===== src/rtl/i2s_receiver_if.sv =====
// rtl/i2s_receiver_if.sv - I2S serial bus and deserialised frame outputs
//
// Purpose: bundles the ADC-side serial pins with the frame outputs that the
//          receiver hands to the audio peripheral.
// Signals:
//   I2S_CLK    serial bit clock from the ADC (asynchronous)
//   I2S_WS     word select, 0 = left, 1 = right
//   I2S_DATA   serial data, MSB first, valid on the I2S_CLK rising edge
//   OutputData {left, right}, left in the upper half
//   DataValid  one-cycle pulse when OutputData updates
//   FrameError one-cycle pulse with DataValid when a slot length was wrong
//   Locked     high while aligned to the frame
// Modports: master = ADC/stimulus side, slave = receiver side.

interface i2s_receiver_if #(
  parameter int SampleBits = 16
);
  logic                    I2S_CLK;
  logic                    I2S_WS;
  logic                    I2S_DATA;
  logic [2*SampleBits-1:0] OutputData;
  logic                    DataValid;
  logic                    FrameError;
  logic                    Locked;

  modport master (
    output I2S_CLK, I2S_WS, I2S_DATA,
    input  OutputData, DataValid, FrameError, Locked
  );

  modport slave (
    input  I2S_CLK, I2S_WS, I2S_DATA,
    output OutputData, DataValid, FrameError, Locked
  );
endinterface


===== src/rtl/i2s_receiver.sv =====
// rtl/i2s_receiver.sv - Philips-format I2S stereo receiver
//
// Purpose: oversamples the I2S pins in the MasterCLK domain, aligns to the
//          frame on a WS 1->0 transition and deserialises left/right words
//          MSB-first into one packed {left, right} word with a valid strobe.
// Ports:
//   MasterCLK  system clock, all logic on its rising edge
//   Reset      asynchronous, active-low reset
//   bus        i2s_receiver_if.slave (serial pins in, frame outputs out)

module i2s_receiver #(
  parameter int SampleBits    = 16,
  parameter int TimeoutCycles = 256
) (
  input  logic           MasterCLK,
  input  logic           Reset,
  i2s_receiver_if.slave  bus
);
  localparam int CW = $clog2(SampleBits + 2);
  localparam int TW = $clog2(TimeoutCycles + 1);
  localparam logic [CW-1:0] CntFull = CW'(SampleBits);
  localparam logic [CW-1:0] CntSat  = CW'(SampleBits + 1);
  localparam logic [TW-1:0] ToLast  = TW'(TimeoutCycles - 1);

  typedef enum logic [1:0] {S_HUNT, S_ALIGN, S_LEFT, S_RIGHT} state_t;
  state_t r_state, w_next_state;

  // SCK needs a third stage for edge detection; WS/DATA are taken from
  // stage2, so their third stage would carry nothing and is not built.
  logic [2:0] r_sck_sync;
  logic [1:0] r_ws_sync, r_dat_sync;
  logic       w_sck_rise;

  // Edge, WS and data registered together so every edge is seen once.
  logic r_edge, r_ws_now, r_bit, r_ws_prev;
  logic w_ws_fall, w_ws_rise, w_timeout;

  logic [TW-1:0]           r_to_cnt;
  logic [SampleBits-1:0]   r_left, r_right, w_left_ins, w_right_ins;
  logic [CW-1:0]           r_lcnt, r_rcnt, w_lcnt_inc, w_rcnt_inc;
  logic                    r_left_err, w_left_err, w_right_err;
  logic [2*SampleBits-1:0] r_frame, r_out;
  logic                    r_frame_err, r_emit, r_valid, r_ferr;

  assign w_sck_rise = r_sck_sync[1] & ~r_sck_sync[2];
  assign w_ws_fall  = r_edge &  r_ws_prev & ~r_ws_now;
  assign w_ws_rise  = r_edge & ~r_ws_prev &  r_ws_now;
  assign w_timeout  = ~r_edge & (r_to_cnt == ToLast);

  assign bus.OutputData = r_out;
  assign bus.DataValid  = r_valid;
  assign bus.FrameError = r_ferr;
  assign bus.Locked     = (r_state == S_LEFT) || (r_state == S_RIGHT);

  // Bit insertion at position SampleBits-1-cnt; counts past the word match
  // no position, so surplus bits fall away.
  always_comb begin
    w_left_ins  = r_left;
    w_right_ins = r_right;
    for (int i = 0; i < SampleBits; i++) begin
      if (r_lcnt == CW'(SampleBits - 1 - i)) w_left_ins[i]  = r_bit;
      if (r_rcnt == CW'(SampleBits - 1 - i)) w_right_ins[i] = r_bit;
    end
    w_lcnt_inc  = (r_lcnt == CntSat) ? r_lcnt : r_lcnt + CW'(1);
    w_rcnt_inc  = (r_rcnt == CntSat) ? r_rcnt : r_rcnt + CW'(1);
    // Slot length includes the closing bit.
    w_left_err  = (w_lcnt_inc != CntFull);
    w_right_err = (w_rcnt_inc != CntFull);
  end

  always_comb begin
    w_next_state = r_state;
    case (r_state)
      S_HUNT:  if (r_edge)    w_next_state = S_ALIGN;
      S_ALIGN: if (w_ws_fall) w_next_state = S_LEFT;
      S_LEFT:  if (w_ws_rise) w_next_state = S_RIGHT;
      S_RIGHT: if (w_ws_fall) w_next_state = S_LEFT;
      default:                w_next_state = S_HUNT;
    endcase
    if (w_timeout) w_next_state = S_HUNT;
  end

  always_ff @(posedge MasterCLK or negedge Reset) begin
    if (!Reset) r_state <= S_HUNT;
    else        r_state <= w_next_state;
  end

  always_ff @(posedge MasterCLK or negedge Reset) begin
    if (!Reset) begin
      r_sck_sync  <= '0;
      r_ws_sync   <= '0;
      r_dat_sync  <= '0;
      r_edge      <= 1'b0;
      r_ws_now    <= 1'b0;
      r_bit       <= 1'b0;
      r_ws_prev   <= 1'b0;
      r_to_cnt    <= '0;
      r_left      <= '0;
      r_right     <= '0;
      r_lcnt      <= '0;
      r_rcnt      <= '0;
      r_left_err  <= 1'b0;
      r_frame     <= '0;
      r_frame_err <= 1'b0;
      r_emit      <= 1'b0;
      r_out       <= '0;
      r_valid     <= 1'b0;
      r_ferr      <= 1'b0;
    end else begin
      r_sck_sync <= {r_sck_sync[1:0], bus.I2S_CLK};
      r_ws_sync  <= {r_ws_sync[0], bus.I2S_WS};
      r_dat_sync <= {r_dat_sync[0], bus.I2S_DATA};
      r_edge     <= w_sck_rise;
      r_ws_now   <= r_ws_sync[1];
      r_bit      <= r_dat_sync[1];

      if (r_edge)               r_to_cnt <= '0;
      else if (r_to_cnt != ToLast) r_to_cnt <= r_to_cnt + TW'(1);

      // Output stage: one cycle behind the closing edge.
      r_emit  <= 1'b0;
      r_valid <= r_emit;
      r_ferr  <= r_emit & r_frame_err;
      if (r_emit) r_out <= r_frame;

      if (r_edge) begin
        r_ws_prev <= r_ws_now;
        case (r_state)
          S_ALIGN: begin
            if (w_ws_fall) begin
              r_left     <= '0;
              r_lcnt     <= '0;
              r_left_err <= 1'b0;
            end
          end
          S_LEFT: begin
            r_left <= w_left_ins;
            r_lcnt <= w_lcnt_inc;
            if (w_ws_rise) begin
              r_left_err <= w_left_err;
              r_right    <= '0;
              r_rcnt     <= '0;
            end
          end
          S_RIGHT: begin
            r_right <= w_right_ins;
            r_rcnt  <= w_rcnt_inc;
            if (w_ws_fall) begin
              // Snapshot the frame so the left word can restart at once.
              r_frame     <= {r_left, w_right_ins};
              r_frame_err <= r_left_err | w_right_err;
              r_emit      <= 1'b1;
              r_left      <= '0;
              r_lcnt      <= '0;
              r_left_err  <= 1'b0;
            end
          end
          default: ;
        endcase
      end
    end
  end
endmodule


===== src/flat_wrapper.sv =====
// flat-port wrapper written by rule: the top's interface ports become plain ports
module i2s_receiver_flat 
#(
  parameter int SampleBits    = 16,
  parameter int TimeoutCycles = 256
)
  (MasterCLK, Reset, bus_I2S_CLK, bus_I2S_WS, bus_I2S_DATA, bus_OutputData, bus_DataValid, bus_FrameError, bus_Locked);
  i2s_receiver_if #(.SampleBits(SampleBits)) bus_i ();
  input  logic MasterCLK;
  input  logic Reset;
  input wire logic [$bits(bus_i.I2S_CLK)-1:0] bus_I2S_CLK;
  input wire logic [$bits(bus_i.I2S_WS)-1:0] bus_I2S_WS;
  input wire logic [$bits(bus_i.I2S_DATA)-1:0] bus_I2S_DATA;
  output wire logic [$bits(bus_i.OutputData)-1:0] bus_OutputData;
  output wire logic [$bits(bus_i.DataValid)-1:0] bus_DataValid;
  output wire logic [$bits(bus_i.FrameError)-1:0] bus_FrameError;
  output wire logic [$bits(bus_i.Locked)-1:0] bus_Locked;
  assign bus_i.I2S_CLK = bus_I2S_CLK;
  assign bus_i.I2S_WS = bus_I2S_WS;
  assign bus_i.I2S_DATA = bus_I2S_DATA;
  assign bus_OutputData = bus_i.OutputData;
  assign bus_DataValid = bus_i.DataValid;
  assign bus_FrameError = bus_i.FrameError;
  assign bus_Locked = bus_i.Locked;
  i2s_receiver #(.SampleBits(SampleBits), .TimeoutCycles(TimeoutCycles)) u_core (.MasterCLK(MasterCLK), .Reset(Reset), .bus(bus_i));
endmodule

===== config.mk =====
export PLATFORM = sky130hd
export DESIGN_NAME = i2s_receiver_flat
export DESIGN_NICKNAME = d
export VERILOG_FILES = /design/src/rtl/i2s_receiver_if.sv /design/src/rtl/i2s_receiver.sv /design/src/flat_wrapper.sv
export SDC_FILE = /design/constraint.sdc
export NUM_CORES = 1
export LEC_CHECK = 0
export ABC_AREA = 0
export ABC_CLOCK_PERIOD_IN_PS = 4300
export BUFFER_PORTS_ARGS = -buffer_cell sky130_fd_sc_hd__buf_2
export CORE_MARGIN = 2
export CORE_UTILIZATION = 60
export CTS_CLUSTER_DIAMETER = 80
export CTS_CLUSTER_SIZE = 12
export DETAILED_ROUTE_END_ITERATION = 12
export PLACE_DENSITY_LB_ADDON = 0.12
export SYNTH_ARGS = -nofsm -noshare
export SYNTH_HDL_FRONTEND = slang
export SYNTH_SLANG_ARGS = --single-unit
export TNS_END_PERCENT = 100

===== constraint.sdc =====
create_clock -name MasterCLK -period 4.3 [get_ports MasterCLK]
set_input_delay 0.215 -clock MasterCLK [delete_from_list [all_inputs] [get_ports MasterCLK]]
set_output_delay 0.215 -clock MasterCLK [all_outputs]
set_load 0.03 [all_outputs]

After elaboration in Yosys (flattened, before gate mapping):

Index checks and enable logic that the tools add are counted.

* register bits: 133
* output and inout port bits: 35
* logic and storage cells: 194

* add/sub/neg operators: 3
* eq/ne operators: 60
* muxes and demuxes: 55
* bitwise gates (word level): 12
* reduce and logical (&&, ||, !) cells: 29

Operators with widths (count)
* 5-bit by 4-bit equality test with 1-bit output (second input constant): 16
* 4-bit AND reduction: 17
* 16-bit case mux with 2 select lines: 2
* 5-bit by 3-bit equality test with 1-bit output (second input constant): 8
* 1-bit two-way mux: 37
* 16-bit two-way mux: 2
* 2-bit != test (second input constant): 16
* 5-bit by 2-bit equality test with 1-bit output (second input constant): 4
* 5-bit two-way mux: 4
* 5-bit case mux with 2 select lines: 2
* 9-bit two-way mux: 2
* 3-bit AND reduction: 4
* 5-bit by 1-bit adder with 5-bit output (second input constant): 2
* 5-bit by 1-bit equality test with 1-bit output (second input constant): 2
* 5-bit equality test (second input constant): 2
* 5-bit zero test: 2
* 5-bit != test (second input constant): 2
* 9-bit by 1-bit adder with 9-bit output (second input constant): 1
* 9-bit by 8-bit equality test with 1-bit output (second input constant): 1
* 3-bit by 1-bit != test with 1-bit output (second input constant): 3
* 9-bit by 8-bit != test with 1-bit output (second input constant): 1
* 2-bit two-way mux: 4
* 1-bit bitwise AND: 7
* 2-bit case mux with 3 select lines: 1
* 10 further kinds: 17

Depth between registers and ports, before layout:

Gate-level depths: netlist of the first run.

* word-level depth: 6
* depth in mapped cells: 9
* mapped depth without buffers: 8

Worst setup path before layout of the first run:

OpenSTA, ideal clock, no wires.

* kind: register to register
* start: register u_core.r_to_cnt[0]
* end: register u_core.r_to_cnt[5]
* setup time: 0.132 ns
* data arrival time: 1.773 ns
* data required time: 4.168 ns
* slack: 2.395 ns
* cell stages (with the launch flop): 10
* buffers on the path: 1
* cells stage by stage: dfrtp_1 -> ha_1 -> nand3_1 -> nor3_1 -> ha_1 -> buf_2 -> nor2b_1 -> nor4b_1 -> xnor2_1 -> nor2_1

* longest elaborated chain between the ends: 3
* elaborated cells on any way between the ends: 5

RTL lines
* start, declared: RTL line i2s_receiver.sv:38 `logic [TW-1:0] r_to_cnt;`
* start signal, assigned: RTL line i2s_receiver.sv:118 `else if (r_to_cnt != ToLast) r_to_cnt <= r_to_cnt + TW'(1);`
* 9-bit by 1-bit adder with 9-bit output: RTL line i2s_receiver.sv:118
* 9-bit two-way mux: RTL line i2s_receiver.sv:118
* 9-bit two-way mux: RTL line i2s_receiver.sv:117 `if (r_edge) r_to_cnt <= '0;`

Several ways; a longest one is shown, not always the timed one. The select of a mux whose other input is x is not followed.
A chain may end at the register's enable or synchronous reset.

Final worst setup path of the first run:

* start: register u_core.r_edge
* end: register u_core.r_frame_err

* longest elaborated chain between the ends: 3

RTL lines
* start, declared: RTL line i2s_receiver.sv:35 `logic r_edge, r_ws_now, r_bit, r_ws_prev;`
* start signal, assigned: RTL line i2s_receiver.sv:113 `r_edge <= w_sck_rise;`
* 1-bit bitwise AND (2 in series): RTL line i2s_receiver.sv:46 `assign w_ws_fall = r_edge & r_ws_prev & ~r_ws_now;`
* 3-bit AND reduction (no source line) *
* end signal, assigned: RTL line i2s_receiver.sv:151 `r_frame_err <= r_left_err | w_right_err;`
* end, declared: RTL line i2s_receiver.sv:43 `logic r_frame_err, r_emit, r_valid, r_ferr;`

Mark *: on every way between the ends. The rest lies on a longest branch, timed or not.

==> results of run 1 <==
==> metrics by stage <==
| stage | total power [uW] | util | hold WS (ns) | cell area (sq um) | setup slack [ns] |
|---|---|---|---|---|---|
| after floorplan | 2370 | - | -0.0806 | 5870 | 2.40 |
| after global placement | 2560 | 0.633 | 0.325 | 6100 | 1.97 |
| after detailed placement | 2600 | 0.633 | 0.325 | 6100 | 1.89 |
| after CTS | 4170 | 0.704 | 0.312 | 6790 | 1.83 |
| after global routing | 4380 | 0.704 | 0.319 | 6790 | 1.57 |
| final | 4140 | 0.704 | 0.329 | 6790 | 1.85 |
==> cell type report <==
type	count	area [sq um]
flip-flops and latches	133	3330
clock buffers	19	442
fillers	730	2850
inverters	11	41.3
repair buffers	48	275
multi-input cells	355	2330
well taps	133	166
clock inverters	13	204
==> layer usage <==
metal	GRT usage	wire length [microns]
met4	0.0911	157
met1	0.323	5330
met3	0.0590	358
met2	0.341	4960
met5	0	0
==> registers in the layout, indices dropped and copies added, names as in the netlist, 2 cells and up <==
signal,flops
u_core.bus.OutputData,32
u_core.r_dat_sync,2
u_core.r_frame,32
u_core.r_lcnt,5
u_core.r_left,16
u_core.r_rcnt,5
u_core.r_right,16
u_core.r_sck_sync,3
u_core.r_state,2
u_core.r_to_cnt,9
u_core.r_ws_sync,2
==> kinds of logic after synthesis <==
group                      Yosys count  synth area share
and+or+nand+nor                    185             0.150
DFF                                133             0.567
AOI/OAI and AO/OA                   81            0.0810
muxes                               69             0.128
buffers and inverters               44            0.0362
adders and majority gates           12            0.0256
xor gates and xnor gates             8            0.0119
==> worst reg2reg max path: stages, from the launching register on <==
cell and delay [ns]:
dfrtp_1 0.72, and4b_1 0.33, nand2_1 0.45, buf_4 0.43, inv_2 0.27, a2bb2oi_1 0.19
==> worst paths after layout <==
path / start / to / slack (ns) / cells past startpoint
min in group asynchronous: Reset / u_core.bus.OutputData[8]$_DFFE_PN0P_ / 0.35 / 2
setup / recovery: u_core.r_edge$_DFF_PN0_ / u_core.r_frame_err$_DFFE_PN0P_ / 1.85 / 5
hold reg to reg: u_core.r_dat_sync[1]$_DFF_PN0_ / u_core.r_bit$_DFF_PN0_ / 0.35 / 0
max in group asynchronous: Reset / u_core.r_left[4]$_DFFE_PN0P_ / 2.98 / 3
setup reg to reg: u_core.r_edge$_DFF_PN0_ / u_core.r_frame_err$_DFFE_PN0P_ / 1.85 / 5
hold / removal: bus_I2S_CLK / u_core.r_sck_sync[0]$_DFF_PN0_ / 0.33 / 2
==> repair_timing <==
item	CTS	global route
hold buffers	4	0
setup endpoints to repair	0	0
hold endpoints to repair	71	0
==> cells in the final DEF, fill, tap and decap left out, types with 2 or more instances in the layout <==
cell type      instances
a21oi_1               17
a22o_1                 2
a31oi_1                5
and3_1                 2
buf_2                 38
buf_4                  6
bufinv_16              5
clkbuf_16             16
clkbuf_8               3
clkinv_2               4
clkinv_4               3
dfrtp_1              133
dlygate4sd3_1          4
ha_1                  12
inv_1                 10
mux2_1                14
mux2_2                36
mux2i_1               19
nand2_1               89
nand2b_1               8
nand3_1                5
nand3b_1               2
nor2_1                35
nor2_2                12
nor2_4                 2
nor2b_1               11
nor3_1                 5
nor4b_1                4
o21ai_0               45
o21bai_1               2
o41ai_1                3
xnor2_1                5
xor2_1                 3
==> power by group <==
part           total [uW]  switching, uW  leakage (uW)  internal (uW)
clock network        1550            520      0.000318           1030
logic                 854            511       0.00123            343
registers            1740            226       0.00179           1510
total                4140           1260       0.00334           2880
==> results_tabular.tex, run 1 <==
\begin{tabular}{lr}
\hline
Metric & Value \\
\hline
\multicolumn{2}{l}{\textbf{CTS}} \\
\quad Buffer count from post-CTS setup fixing & 0 \\
\quad Number of H-tree levels & 4 \\
\quad Root Buffer Master & clkbuf\_8 \\
\quad TritonCTS Buffers & 17 \\
\quad Total number of clock tree sinks & 133 \\
\quad Maximum buffer depth of the clock tree & 2 \\
\quad TritonCTS clock tree & done \\
\quad Clock latency on the worst-skew pair & 0.53 ns \\
\quad Clock-pin transition on the worst setup and hold timing paths & $\sim$0.06 ns \\
\quad Gates resized, CTS repair & 0 \\
\multicolumn{2}{l}{\textbf{Hold path}} \\
\quad Class of the worst hold path & input port to flop \\
\multicolumn{2}{l}{\textbf{Placement}} \\
\quad Number of placed cells counting well taps & between 600 and 700 \\
\quad Routability congestion estimate & 0.772 \\
\quad Detailed placement HPWL & 7000 microns \\
\quad Count of input and output buffers & 39 \\
\multicolumn{2}{l}{\textbf{Timing}} \\
\quad Maximum clock frequency & 408 MHz \\
\quad Max-slew violation count & 0 \\
\quad Worst-Margin Slew & $\sim$0.90 ns \\
\quad Setup repair after global routing missed its margin & no \\
\quad Final setup skew & 0.00730 ns \\
\quad Max\_slew headroom & 0.396 \\
\quad Shortest period the worst path allows & between 2 and 2.5 ns \\
\quad Final Hold Vio Count & 0 \\
\quad Setup-violating endpoint count in the final report & 0 \\
\quad Share of the cycle needed by the critical path after routing & 0.570 \\
\quad Fin Setup TNS & 0 ns \\
\multicolumn{2}{l}{\textbf{Synth}} \\
\quad Sequential element share of the synthesized area & 0.567 \\
\quad Post-synth EDFFs & 0 \\
\quad Area share of the largest cell type after synthesis & 0.567 \\
\quad Fraction of synthesis flops using an asynchronous set or reset pin & 1.00 \\
\quad Most area-hungry cell type in the Yosys netlist & dfrtp\_1 \\
\quad Top cells by area, synth & dfrtp\_1, mux2\_2, nand2\_1 \\
\quad Synth cell count leaders & dfrtp\_1, nand2\_1, o21ai\_0 \\
\quad Dominant cell by count in the synthesized netlist & dfrtp\_1 \\
\quad Synthesized instance count & about 530 \\
\quad Flip-flop cell with the highest count after synthesis & dfrtp\_1 \\
\quad Yosys warning total & 0 \\
\quad Mean instance size in the synthesized netlist & around 11 sq um \\
\quad Synthesized netlist net count & roughly 550 \\
\quad Number of distinct library cells after synthesis & 47 \\
\quad Synthesized cell area & 0.00587 sq mm \\
\quad Post-synthesis register bit count & about 130 \\
\multicolumn{2}{l}{\textbf{Route}} \\
\quad Post-detailed-routing wire length & 10,800 microns \\
\quad Detailed-routing iteration count for the pre-antenna-repair pass & 5 \\
\quad Routed via count divided by cell count & 5.42 \\
\quad Post-DR wirelength/cell & 15.2 microns \\
\quad Via total after detailed routing & between 3,000 and 4,000 \\
\quad Number of antenna-violating nets in the routed design & 0 \\
\quad Initial detailed-routing violation count & 167 \\
\quad Number of DRC violations after detailed routing & 0 \\
\multicolumn{2}{l}{\textbf{Floorplanning}} \\
\quad Die H & 103 microns \\
\quad Number of rows in the core area & 36 \\
\quad Initial cell density of the core & 0.609 \\
\quad Std-Cell Core Area & between 0.009 and 0.01 sq mm \\
\quad I/O pin count & 40 \\
\quad Die outline area & approximately 0.011 sq mm \\
\quad Die Wd & a little over 100 microns \\
\multicolumn{2}{l}{\textbf{Layout}} \\
\quad Antenna cells & 0 \\
\quad Proportion of layout cells with a drive suffix above 1 & 0.226 \\
\quad Layout Cells excl Fill & 712 \\
\quad Number of nets at the end of the flow & a little under 600 \\
\quad Synth-to-Final Area Change & 15.6\% \\
\multicolumn{2}{l}{\textbf{Worst setup path}} \\
\quad Delay-heaviest family, CP & simple AND/OR/NAND/NOR gates \\
\quad Worst endpoint required time & 4.75 ns \\
\quad Worst Setup Start Kind & flop \\
\quad Cell-by-cell trace of the critical path & and4b\_1 -> nand2\_1 -> buf\_4 -> inv\_2 -> a2bb2oi\_1 \\
\quad Maximum fanout encountered on the critical timing path & 30 \\
\quad Longest individual stage delay on the worst path & 0.72 ns \\
\quad Startpoint-to-endpoint class of the critical path & flop to flop \\
\quad Arr. time, crit path & just under 3 ns \\
\quad Endpoint kind of the worst setup timing path & flop \\
\quad Number of buffers and inverters on the critical path & 2 \\
\quad Slowest CP cell & dfrtp\_1 \\
\multicolumn{2}{l}{\textbf{GRT}} \\
\quad Initial antenna violation count & 0 \\
\quad Tot GR Track Use & 0.228 \\
\quad First-pass GRT wire length & 18,400 microns \\
\quad Pin count of the biggest net entering global routing & 71 \\
\quad Leftover overflow at the end of global routing & 0 \\
\quad Via count of the first global-routing pass & roughly 3,800 \\
\multicolumn{2}{l}{\textbf{Pwr}} \\
\quad Worst VDD drop & 0.000319 V \\
\quad Leakage & 0.00334 uW \\
\quad Cell area power density & 610 mW/mm\^{}2 \\
\multicolumn{2}{l}{\textbf{Status}} \\
\quad Run status & completed \\
\multicolumn{2}{l}{\textbf{Job}} \\
\quad Count of max-cap constraint violations & 0 \\
\hline
\end{tabular}
(Power assumes the default switching activity.)
==> run 2, diff against run 1 <==
Settings changed: ABC_CLOCK_PERIOD_IN_PS 4300 to 2400.
Clock period 4.3 ns to 2.4 ns, I/O delays scaled along.
==> run 2 against run 1 <==
  * Non-clock buffer count up 5
  * Final cell count rose by 0.70%
  * Core utilization up 0.38 points
  * Total power rose by 78%
  * Clock power increased by 76%
  * Wire length increased by 0.69%
  * Flip-flop and latch count unchanged
  * Largest cell class unchanged
  * Highest routed layer unchanged
==> results_tabular.tex, run 2 (synthesized netlist as in run 1, its figures left out) <==
\begin{tabular}{lr}
\hline
Metric & Value \\
\hline
\multicolumn{2}{l}{\textbf{GRT}} \\
\quad Via count of the first global-routing pass & 3,752 (was 3,793) \\
\quad Tot GR Track Use & 0.225 (was 0.228) \\
\quad GR met3 Demand/Resource & 0.0508 (was 0.0590) \\
\quad Most utilized layer in the global route result & met2 (unchanged) \\
\quad Met2 layer usage reported by global route & 0.328 (was 0.341) \\
\quad First-pass GRT wire length & 18,300 microns (was 18,400 microns) \\
\quad Pin count of the biggest net entering global routing & 53 (was 71) \\
\quad Initial antenna violation count & 0 (unchanged) \\
\quad Met1 GRT Util & 0.327 (was 0.323) \\
\quad Leftover overflow at the end of global routing & 0 (unchanged) \\
\multicolumn{2}{l}{\textbf{Worst setup path}} \\
\quad Slowest CP cell & dfrtp\_1 (unchanged) \\
\quad Worst Setup Start Kind & flop (unchanged) \\
\quad Arr. time, crit path & 2.44 ns (was 2.90 ns) \\
\quad Longest individual stage delay on the worst path & 0.41 ns (was 0.72 ns) \\
\quad Worst endpoint required time & 2.82 ns (was 4.75 ns) \\
\quad Levels on crit path & 8 (was 5) \\
\quad Endpoint kind of the worst setup timing path & flop (unchanged) \\
\quad Delay-heaviest family, CP & simple AND/OR/NAND/NOR gates (unchanged) \\
\quad Maximum fanout encountered on the critical timing path & 10 (was 30) \\
\quad Logic depth of the worst register-to-register path & 8 (was 5) \\
\quad Number of buffers and inverters on the critical path & 0 (was 2) \\
\quad Cell repeated most along the worst path & ha\_1 \\
\quad Cell-by-cell trace of the critical path & ha\_1 -> nand3\_1 -> nor3\_1 -> ha\_1 -> nor2b\_1 -> nor4b\_1 -> xnor2\_1 -> nor2\_1 (was and4b\_1 -> nand2\_1 -> buf\_4 -> inv\_2 -> a2bb2oi\_1) \\
\quad Startpoint-to-endpoint class of the critical path & flop to flop (unchanged) \\
\multicolumn{2}{l}{\textbf{Pwr}} \\
\quad Worst VDD drop & 0.000590 V (was 0.000319 V) \\
\quad Leakage & 0.00334 uW (about the same) \\
\quad Cell area power density & 1080 mW/mm\^{}2 (was 610 mW/mm\^{}2) \\
\multicolumn{2}{l}{\textbf{Route}} \\
\quad Number of DRC violations after detailed routing & 0 (unchanged) \\
\quad Post-DR wirelength/cell & 15.2 microns (about the same) \\
\quad Routed via count divided by cell count & 5.45 (was 5.42) \\
\quad Initial detailed-routing violation count & 178 (was 167) \\
\quad Post-detailed-routing wire length & 10,900 microns (was 10,800 microns) \\
\quad Via total after detailed routing & 3,905 (was 3,858) \\
\quad Detailed-routing iteration count for the pre-antenna-repair pass & 4 (was 5) \\
\quad Number of antenna-violating nets in the routed design & 0 (unchanged) \\
\multicolumn{2}{l}{\textbf{Placement}} \\
\quad Detailed placement HPWL & 6980 microns (was 7000 microns) \\
\quad Count of input and output buffers & 39 (unchanged) \\
\quad Number of placed cells counting well taps & 681 (was 676) \\
\quad Routability congestion estimate & 0.836 (was 0.772) \\
\multicolumn{2}{l}{\textbf{Layout}} \\
\quad Synth-to-Final Area Change & 16.2\% (was 15.6\%) \\
\quad Area of the multi-input gates & 0.00233 sq mm (unchanged) \\
\quad Most frequent cells in the layout & dfrtp\_1, nand2\_1, o21ai\_0 (unchanged) \\
\quad Layout Cells excl Fill & 717 (was 712) \\
\quad Number of nets at the end of the flow & 588 (was 583) \\
\quad Proportion of layout cells with a drive suffix above 1 & 0.233 (was 0.226) \\
\quad Fill cell total of the finished layout & 727 (was 730) \\
\quad Most common cell after layout, fill and taps aside & dfrtp\_1 (unchanged) \\
\quad Antenna cells & 0 (unchanged) \\
\quad Register area & 0.00333 sq mm (unchanged) \\
\multicolumn{2}{l}{\textbf{Timing}} \\
\quad Maximum clock frequency & 495 MHz (was 408 MHz) \\
\quad Final setup skew & 0.00673 ns (was 0.00730 ns) \\
\quad Share of the cycle needed by the critical path after routing & 0.842 (was 0.570) \\
\quad Post-Route Hold Slack & 0.0683 ns (was 0.329 ns) \\
\quad Setup repair after global routing missed its margin & no (unchanged) \\
\quad Max-slew violation count & 0 (unchanged) \\
\quad Shortest period the worst path allows & 2.02 ns (was 2.45 ns) \\
\quad Setup-violating endpoint count in the final report & 0 (unchanged) \\
\quad Worst-Margin Slew & 0.652 ns (was 0.903 ns) \\
\quad Final Hold Vio Count & 0 (unchanged) \\
\quad Max\_slew headroom & 0.565 (was 0.396) \\
\quad Fin Setup TNS & 0 ns (unchanged) \\
\multicolumn{2}{l}{\textbf{CTS}} \\
\quad Total number of clock tree sinks & 133 (unchanged) \\
\quad Number of H-tree levels & 4 (unchanged) \\
\quad Maximum buffer depth of the clock tree & 2 (unchanged) \\
\quad Root Buffer Master & clkbuf\_8 (unchanged) \\
\quad TritonCTS clock tree & done (unchanged) \\
\quad Clock-pin transition on the worst setup and hold timing paths & 0.06 ns (about the same) \\
\quad Gates resized, CTS repair & 0 (unchanged) \\
\quad TritonCTS Buffers & 17 (unchanged) \\
\quad Clock latency on the worst-skew pair & 0.52 ns (was 0.53 ns) \\
\multicolumn{2}{l}{\textbf{Floorplanning}} \\
\quad Die H & 103 microns (unchanged) \\
\quad Std-Cell Core Area & 0.00964 sq mm (unchanged) \\
\quad Die Wd & 103 microns (unchanged) \\
\quad I/O pin count & 40 (unchanged) \\
\quad Initial cell density of the core & 0.609 (unchanged) \\
\quad Number of rows in the core area & 36 (unchanged) \\
\quad Die outline area & 0.0106 sq mm (unchanged) \\
\multicolumn{2}{l}{\textbf{Status}} \\
\quad Run status & completed (unchanged) \\
\multicolumn{2}{l}{\textbf{Job}} \\
\quad Count of max-cap constraint violations & 0 (unchanged) \\
\multicolumn{2}{l}{\textbf{Hold path}} \\
\quad Class of the worst hold path & input port to asynchronous set/reset pin (was input port to flop) \\
\hline
\end{tabular}
==> run 2: changes by cell type in the layout (fill, tap and decap cells not counted) <==
cell,change
clkinvlp_4,+4
clkinv_2,-2
clkinv_4,-2
clkbuf_8,+1
buf_4,+4
bufinv_16,-1
buf_12,+1
==> run 2: through the flow <==
stage | total power [uW] | cell area [sq um] | util | worst slack (ns)
global placement | 4590 | 6150 | 0.638 | 0.455
detailed placement | 4660 | 6150 | 0.638 | 0.406
floorplan | 4250 | 5870 | - | 0.495
finish | 7380 | 6830 | 0.708 | 0.378
global route | 7770 | 6830 | 0.708 | 0.154
CTS | 7430 | 6830 | 0.708 | 0.384
==> run 2: layout make-up <==
class | count | share of cell area
flip-flops and latches | 133 | 0.488
well taps | 133 | 0.0244
multi-input cells | 355 | 0.342
inverters | 11 | 0.00605
clock buffers | 20 | 0.0667
clock inverters | 12 | 0.0258
repair buffers | 53 | 0.0477
==> run 2: routing by layer <==
layer / wire length [microns] / up-vias
met2: 4930 / 85
met5: 0 / -
met4: 234 / 0
met3: 336 / 17
li1: - / 1890
met1: 5380 / 1913
==> run 2: worst paths after layout <==
path	startpoint	to	slack [ns]
worst min-delay path	Reset	u_core.r_frame[11]$_DFFE_PN0P_	0.07
min in group MasterCLK	bus_I2S_WS	u_core.r_ws_sync[0]$_DFF_PN0_	0.24
worst max-delay path	u_core.r_to_cnt[0]$_DFFE_PN0N_	u_core.r_to_cnt[5]$_DFFE_PN0N_	0.38
worst max register to register	u_core.r_to_cnt[0]$_DFFE_PN0N_	u_core.r_to_cnt[5]$_DFFE_PN0N_	0.38
max in group asynchronous	Reset	u_core.r_frame[21]$_DFFE_PN0P_	1.60
worst min register to register	u_core.r_dat_sync[1]$_DFF_PN0_	u_core.r_bit$_DFF_PN0_	0.35
==> run 2: timing repair <==
item	in CTS	in global routing
buffers inserted	0	0
hold endpoints to repair	136	0
hold buffers	4	0
==> run 2: where the power goes <==
group | total, uW | switching, uW | internal (uW)
Sequential | 3100 | 389 | 2710
Combinational | 1550 | 925 | 627
Clock | 2730 | 964 | 1770
Total | 7380 | 2280 | 5100
==> run 3, diff against run 2 <==
Settings changed: ABC_AREA 0 to 1, ABC_CLOCK_PERIOD_IN_PS 2400 to 1650, CORE_UTILIZATION 60 to 54.
Clock period 2.4 ns to 1.65 ns, I/O delays scaled along.
==> run 3 against run 2 <==
  * Synthesized area shrank 3.2%
  * Sequential share of layout area is 0.87 points lower
  * Fmax grew 25%
  * First-iteration DRC count rose by 52%
  * Setup slack worse by 0.35 ns
  * Final cell count rose by 16%
  * Register-to-register slack lost 0.35 ns
  * Critical path type unchanged
  * Largest power group unchanged
==> results_tabular.tex, run 3 <==
\begin{tabular}{lr}
\hline
Metric & Value \\
\hline
\multicolumn{2}{l}{\textbf{Status}} \\
\quad Run status & completed (unchanged) \\
\multicolumn{2}{l}{\textbf{Worst setup path}} \\
\quad Startpoint-to-endpoint class of the critical path & flop to flop (unchanged) \\
\quad Longest individual stage delay on the worst path & 0.42 ns (was 0.41 ns) \\
\quad Worst endpoint required time & 2.05 ns (was 2.82 ns) \\
\quad Worst Setup Start Kind & flop (unchanged) \\
\quad Arr. time, crit path & 2.02 ns (was 2.44 ns) \\
\quad Slowest CP cell & dfrtp\_1 (unchanged) \\
\quad Number of buffers and inverters on the critical path & 2 (was 0) \\
\quad Delay-heaviest family, CP & simple AND/OR/NAND/NOR gates (unchanged) \\
\quad Cell-by-cell trace of the critical path & nand2\_1 -> inv\_1 -> nand4\_1 -> nor2\_2 -> ha\_2 -> nand2\_2 -> buf\_4 -> a21oi\_1 -> nor3\_1 (was ha\_1 -> nand3\_1 -> nor3\_1 -> ha\_1 -> nor2b\_1 -> nor4b\_1 -> xnor2\_1 -> nor2\_1) \\
\quad Maximum fanout encountered on the critical timing path & 4 (was 10) \\
\quad Endpoint kind of the worst setup timing path & flop (unchanged) \\
\multicolumn{2}{l}{\textbf{Placement}} \\
\quad Routability congestion estimate & 0.868 (was 0.836) \\
\quad DP Worst Slack & 0.0183 ns (was 0.406 ns) \\
\quad Detailed placement HPWL & 7360 microns (was 6980 microns) \\
\quad Count of input and output buffers & 39 (unchanged) \\
\multicolumn{2}{l}{\textbf{GRT}} \\
\quad Leftover overflow at the end of global routing & 0 (unchanged) \\
\quad Pin count of the biggest net entering global routing & 40 (was 53) \\
\quad First-pass GRT wire length & 19,100 microns (was 18,300 microns) \\
\quad Tot GR Track Use & 0.215 (was 0.225) \\
\quad Initial antenna violation count & 0 (unchanged) \\
\quad Via count of the first global-routing pass & 3,982 (was 3,752) \\
\multicolumn{2}{l}{\textbf{Layout}} \\
\quad Fill cell total of the finished layout & 813 (was 727) \\
\quad Number of nets at the end of the flow & 700 (was 588) \\
\quad Antenna cells & 0 (unchanged) \\
\quad Most common cell after layout, fill and taps aside & nand2\_1 (was dfrtp\_1) \\
\quad Most frequent cells in the layout & nand2\_1, dfrtp\_1, inv\_1 (was dfrtp\_1, nand2\_1, o21ai\_0) \\
\quad Synth-to-Final Area Change & 22.4\% (was 16.2\%) \\
\quad Proportion of layout cells with a drive suffix above 1 & 0.204 (was 0.233) \\
\multicolumn{2}{l}{\textbf{Synth}} \\
\quad Synthesized netlist net count & 637 (was 549) \\
\quad Dominant cell by count in the synthesized netlist & nand2\_1 (was dfrtp\_1) \\
\quad Post-synthesis register bit count & 133 (unchanged) \\
\quad Combinational family with the most area after synthesis & simple AND/OR/NAND/NOR gates (unchanged) \\
\quad Yosys warning total & 0 (unchanged) \\
\quad Post-synthesis adder-cell area fraction & 0.0264 (was 0.0256) \\
\quad Flip-flop cell with the highest count after synthesis & dfrtp\_1 (unchanged) \\
\quad Area share of the largest cell type after synthesis & 0.586 (was 0.567) \\
\quad Xor-xnor portion of the synthesized cell area & 0 (was 0.0119) \\
\quad Most area-hungry cell type in the Yosys netlist & dfrtp\_1 (unchanged) \\
\quad Sequential element share of the synthesized area & 0.586 (was 0.567) \\
\quad Post-synth EDFFs & 0 (unchanged) \\
\quad Synthesized instance count & 620 (was 532) \\
\quad Synthesized cell area & 0.00568 sq mm (was 0.00587 sq mm) \\
\quad Mean instance size in the synthesized netlist & 9.17 sq um (was 11.0 sq um) \\
\quad Share of cell area taken by muxes after synthesis & 0.0337 (was 0.128) \\
\quad Synth cell count leaders & nand2\_1, dfrtp\_1, o21ai\_0 (was dfrtp\_1, nand2\_1, o21ai\_0) \\
\quad Fraction of synthesis flops using an asynchronous set or reset pin & 1.00 (unchanged) \\
\quad Fraction of the mapped netlist area in simple logic gates & 0.166 (was 0.150) \\
\quad Number of distinct library cells after synthesis & 25 (was 47) \\
\quad Top cells by area, synth & dfrtp\_1, nand2\_1, o21ai\_0 (was dfrtp\_1, mux2\_2, nand2\_1) \\
\quad Share of the synthesized area in compound gates (AO/OA/AOI/OAI) & 0.122 (was 0.0810) \\
\multicolumn{2}{l}{\textbf{Route}} \\
\quad Routed via count divided by cell count & 5.15 (was 5.45) \\
\quad Initial detailed-routing violation count & 270 (was 178) \\
\quad Number of DRC violations after detailed routing & 0 (unchanged) \\
\quad Post-detailed-routing wire length & 11,400 microns (was 10,900 microns) \\
\quad Post-DR wirelength/cell & 13.8 microns (was 15.2 microns) \\
\quad Number of antenna-violating nets in the routed design & 0 (unchanged) \\
\quad Detailed-routing iteration count for the pre-antenna-repair pass & 4 (unchanged) \\
\quad Via total after detailed routing & 4,286 (was 3,905) \\
\multicolumn{2}{l}{\textbf{Pwr}} \\
\quad Overall Power & 11,600 uW (was 7380 uW) \\
\quad Leakage & 0.00344 uW (was 0.00334 uW) \\
\quad Cell area power density & 1660 mW/mm\^{}2 (was 1080 mW/mm\^{}2) \\
\quad Worst VDD drop & 0.000749 V (was 0.000590 V) \\
\multicolumn{2}{l}{\textbf{Timing}} \\
\quad Post-Route Hold Slack & 0.0729 ns (was 0.0683 ns) \\
\quad Setup repair after global routing missed its margin & yes (was no) \\
\quad Max-slew violation count & 0 (unchanged) \\
\quad Maximum clock frequency & 617 MHz (was 495 MHz) \\
\quad Max\_slew headroom & 0.674 (was 0.565) \\
\quad Worst-Margin Slew & 0.489 ns (was 0.652 ns) \\
\quad Setup-violating endpoint count in the final report & 0 (unchanged) \\
\quad Share of the cycle needed by the critical path after routing & 0.982 (was 0.842) \\
\quad Final setup skew & 0.0118 ns (was 0.00673 ns) \\
\quad Shortest period the worst path allows & 1.62 ns (was 2.02 ns) \\
\quad Final Hold Vio Count & 0 (unchanged) \\
\quad Final worst setup slack & 0.0289 ns (was 0.378 ns) \\
\multicolumn{2}{l}{\textbf{Floorplanning}} \\
\quad Die H & 107 microns (was 103 microns) \\
\quad Number of rows in the core area & 37 (was 36) \\
\quad Std-Cell Core Area & 0.0103 sq mm (was 0.00964 sq mm) \\
\quad Die outline area & 0.0114 sq mm (was 0.0106 sq mm) \\
\quad Die Wd & 107 microns (was 103 microns) \\
\quad Initial cell density of the core & 0.553 (was 0.609) \\
\quad I/O pin count & 40 (unchanged) \\
\multicolumn{2}{l}{\textbf{Hold path}} \\
\quad Class of the worst hold path & input port to asynchronous set/reset pin (unchanged) \\
\multicolumn{2}{l}{\textbf{CTS}} \\
\quad Clock-pin transition on the worst setup and hold timing paths & 0.06 ns (about the same) \\
\quad Number of H-tree levels & 4 (unchanged) \\
\quad Root Buffer Master & clkbuf\_8 (unchanged) \\
\quad Clock latency on the worst-skew pair & 0.52 ns (about the same) \\
\quad TritonCTS clock tree & done (unchanged) \\
\quad Total number of clock tree sinks & 133 (unchanged) \\
\quad TritonCTS Buffers & 17 (unchanged) \\
\quad Maximum buffer depth of the clock tree & 2 (unchanged) \\
\multicolumn{2}{l}{\textbf{Job}} \\
\quad Count of max-cap constraint violations & 0 (unchanged) \\
\hline
\end{tabular}
==> run 3: changes by cell type in the layout (fill, tap and decap cells not counted), moves of 19 or more <==
| cell | delta |
|---|---|
| inv_1 | +55 |
| o22ai_1 | +20 |
| nand2_1 | +67 |
| mux2_2 | -19 |
| o21ai_1 | +27 |
| mux2i_1 | -19 |
==> run 3: cell families after synthesis <==
kind of cell / count (synthesis)
flops: 133
buf+inv: 92
simple gates: 235
compound gates: 131
mux: 17
fa+ha+maj: 12
==> run 3: worst reg2reg max path: stages (launching register included) <==
cell	delay, ns
dfrtp_1	0.42
nand2_1	0.08
inv_1	0.08
nand4_1	0.13
nor2_2	0.15
ha_2	0.19
nand2_2	0.08
buf_4	0.17
a21oi_1	0.15
nor3_1	0.07
==> run 3: repair_timing <==
item	CTS	global route
endpoints found under the hold margin	136	0
gates resized for setup	2	36
pin swaps	0	4
setup buffers	0	4
endpoints found under the setup margin	6	53
hold buffers	4	0
==> run 3: worst paths after layout <==
| path | cells after the start | start | slack, ns | endpoint |
|---|---|---|---|---|
| min | 2 | Reset | 0.07 | u_core.r_right[8]$_DFFE_PN0P_ |
| min reg2reg | 0 | u_core.r_ws_sync[0]$_DFF_PN0_ | 0.35 | u_core.r_ws_sync[1]$_DFF_PN0_ |
| max | 9 | u_core.r_to_cnt[2]$_DFFE_PN0N_ | 0.03 | u_core.r_to_cnt[2]$_DFFE_PN0N_ |
| max reg2reg | 9 | u_core.r_to_cnt[2]$_DFFE_PN0N_ | 0.03 | u_core.r_to_cnt[2]$_DFFE_PN0N_ |
| max in group asynchronous | 3 | Reset | 1.00 | u_core.r_frame[20]$_DFFE_PN0P_ |
| min in group MasterCLK | 2 | bus_I2S_WS | 0.21 | u_core.r_ws_sync[0]$_DFF_PN0_ |
==> run 3: cell type report <==
| cell class | instances | area (sq um) | share of cell area |
|---|---|---|---|
| repair buffers | 65 | 465 | 0.0669 |
| flip-flops and latches | 133 | 3330 | 0.479 |
| clock buffers | 22 | 483 | 0.0694 |
| well taps | 136 | 170 | 0.0245 |
| clock inverters | 10 | 191 | 0.0275 |
| inverters | 71 | 267 | 0.0383 |
| multi-input cells | 395 | 2050 | 0.294 |
==> run 3: power breakdown <==
part           internal (uW)  switching [uW]  total (uW)
Clock                   2820            1390        4210
Combinational            954            1950        2900
Sequential              3980             476        4460
Total                   7760            3810       11600
==> run 3: metrics by stage <==
stage          setup TNS (ns)  area (sq um)   util  std cells
2_1_floorplan               0          5680      -        620
3_3_place_gp                0          6130  0.597        792
3_5_place_dp                0          6130  0.597        792
4_1_cts                     0          6850  0.667        828
5_1_grt                -0.138          6950  0.677        832
6_report                    0          6950  0.677        832
==> run 3: layer usage <==
metal	global-route usage	vias up	share of wire
met1	0.310	2035	0.50
met5	0	-	0
met4	0.0816	0	0.019
met3	0.0505	20	0.032
met2	0.318	83	0.45
li1	-	2148	-
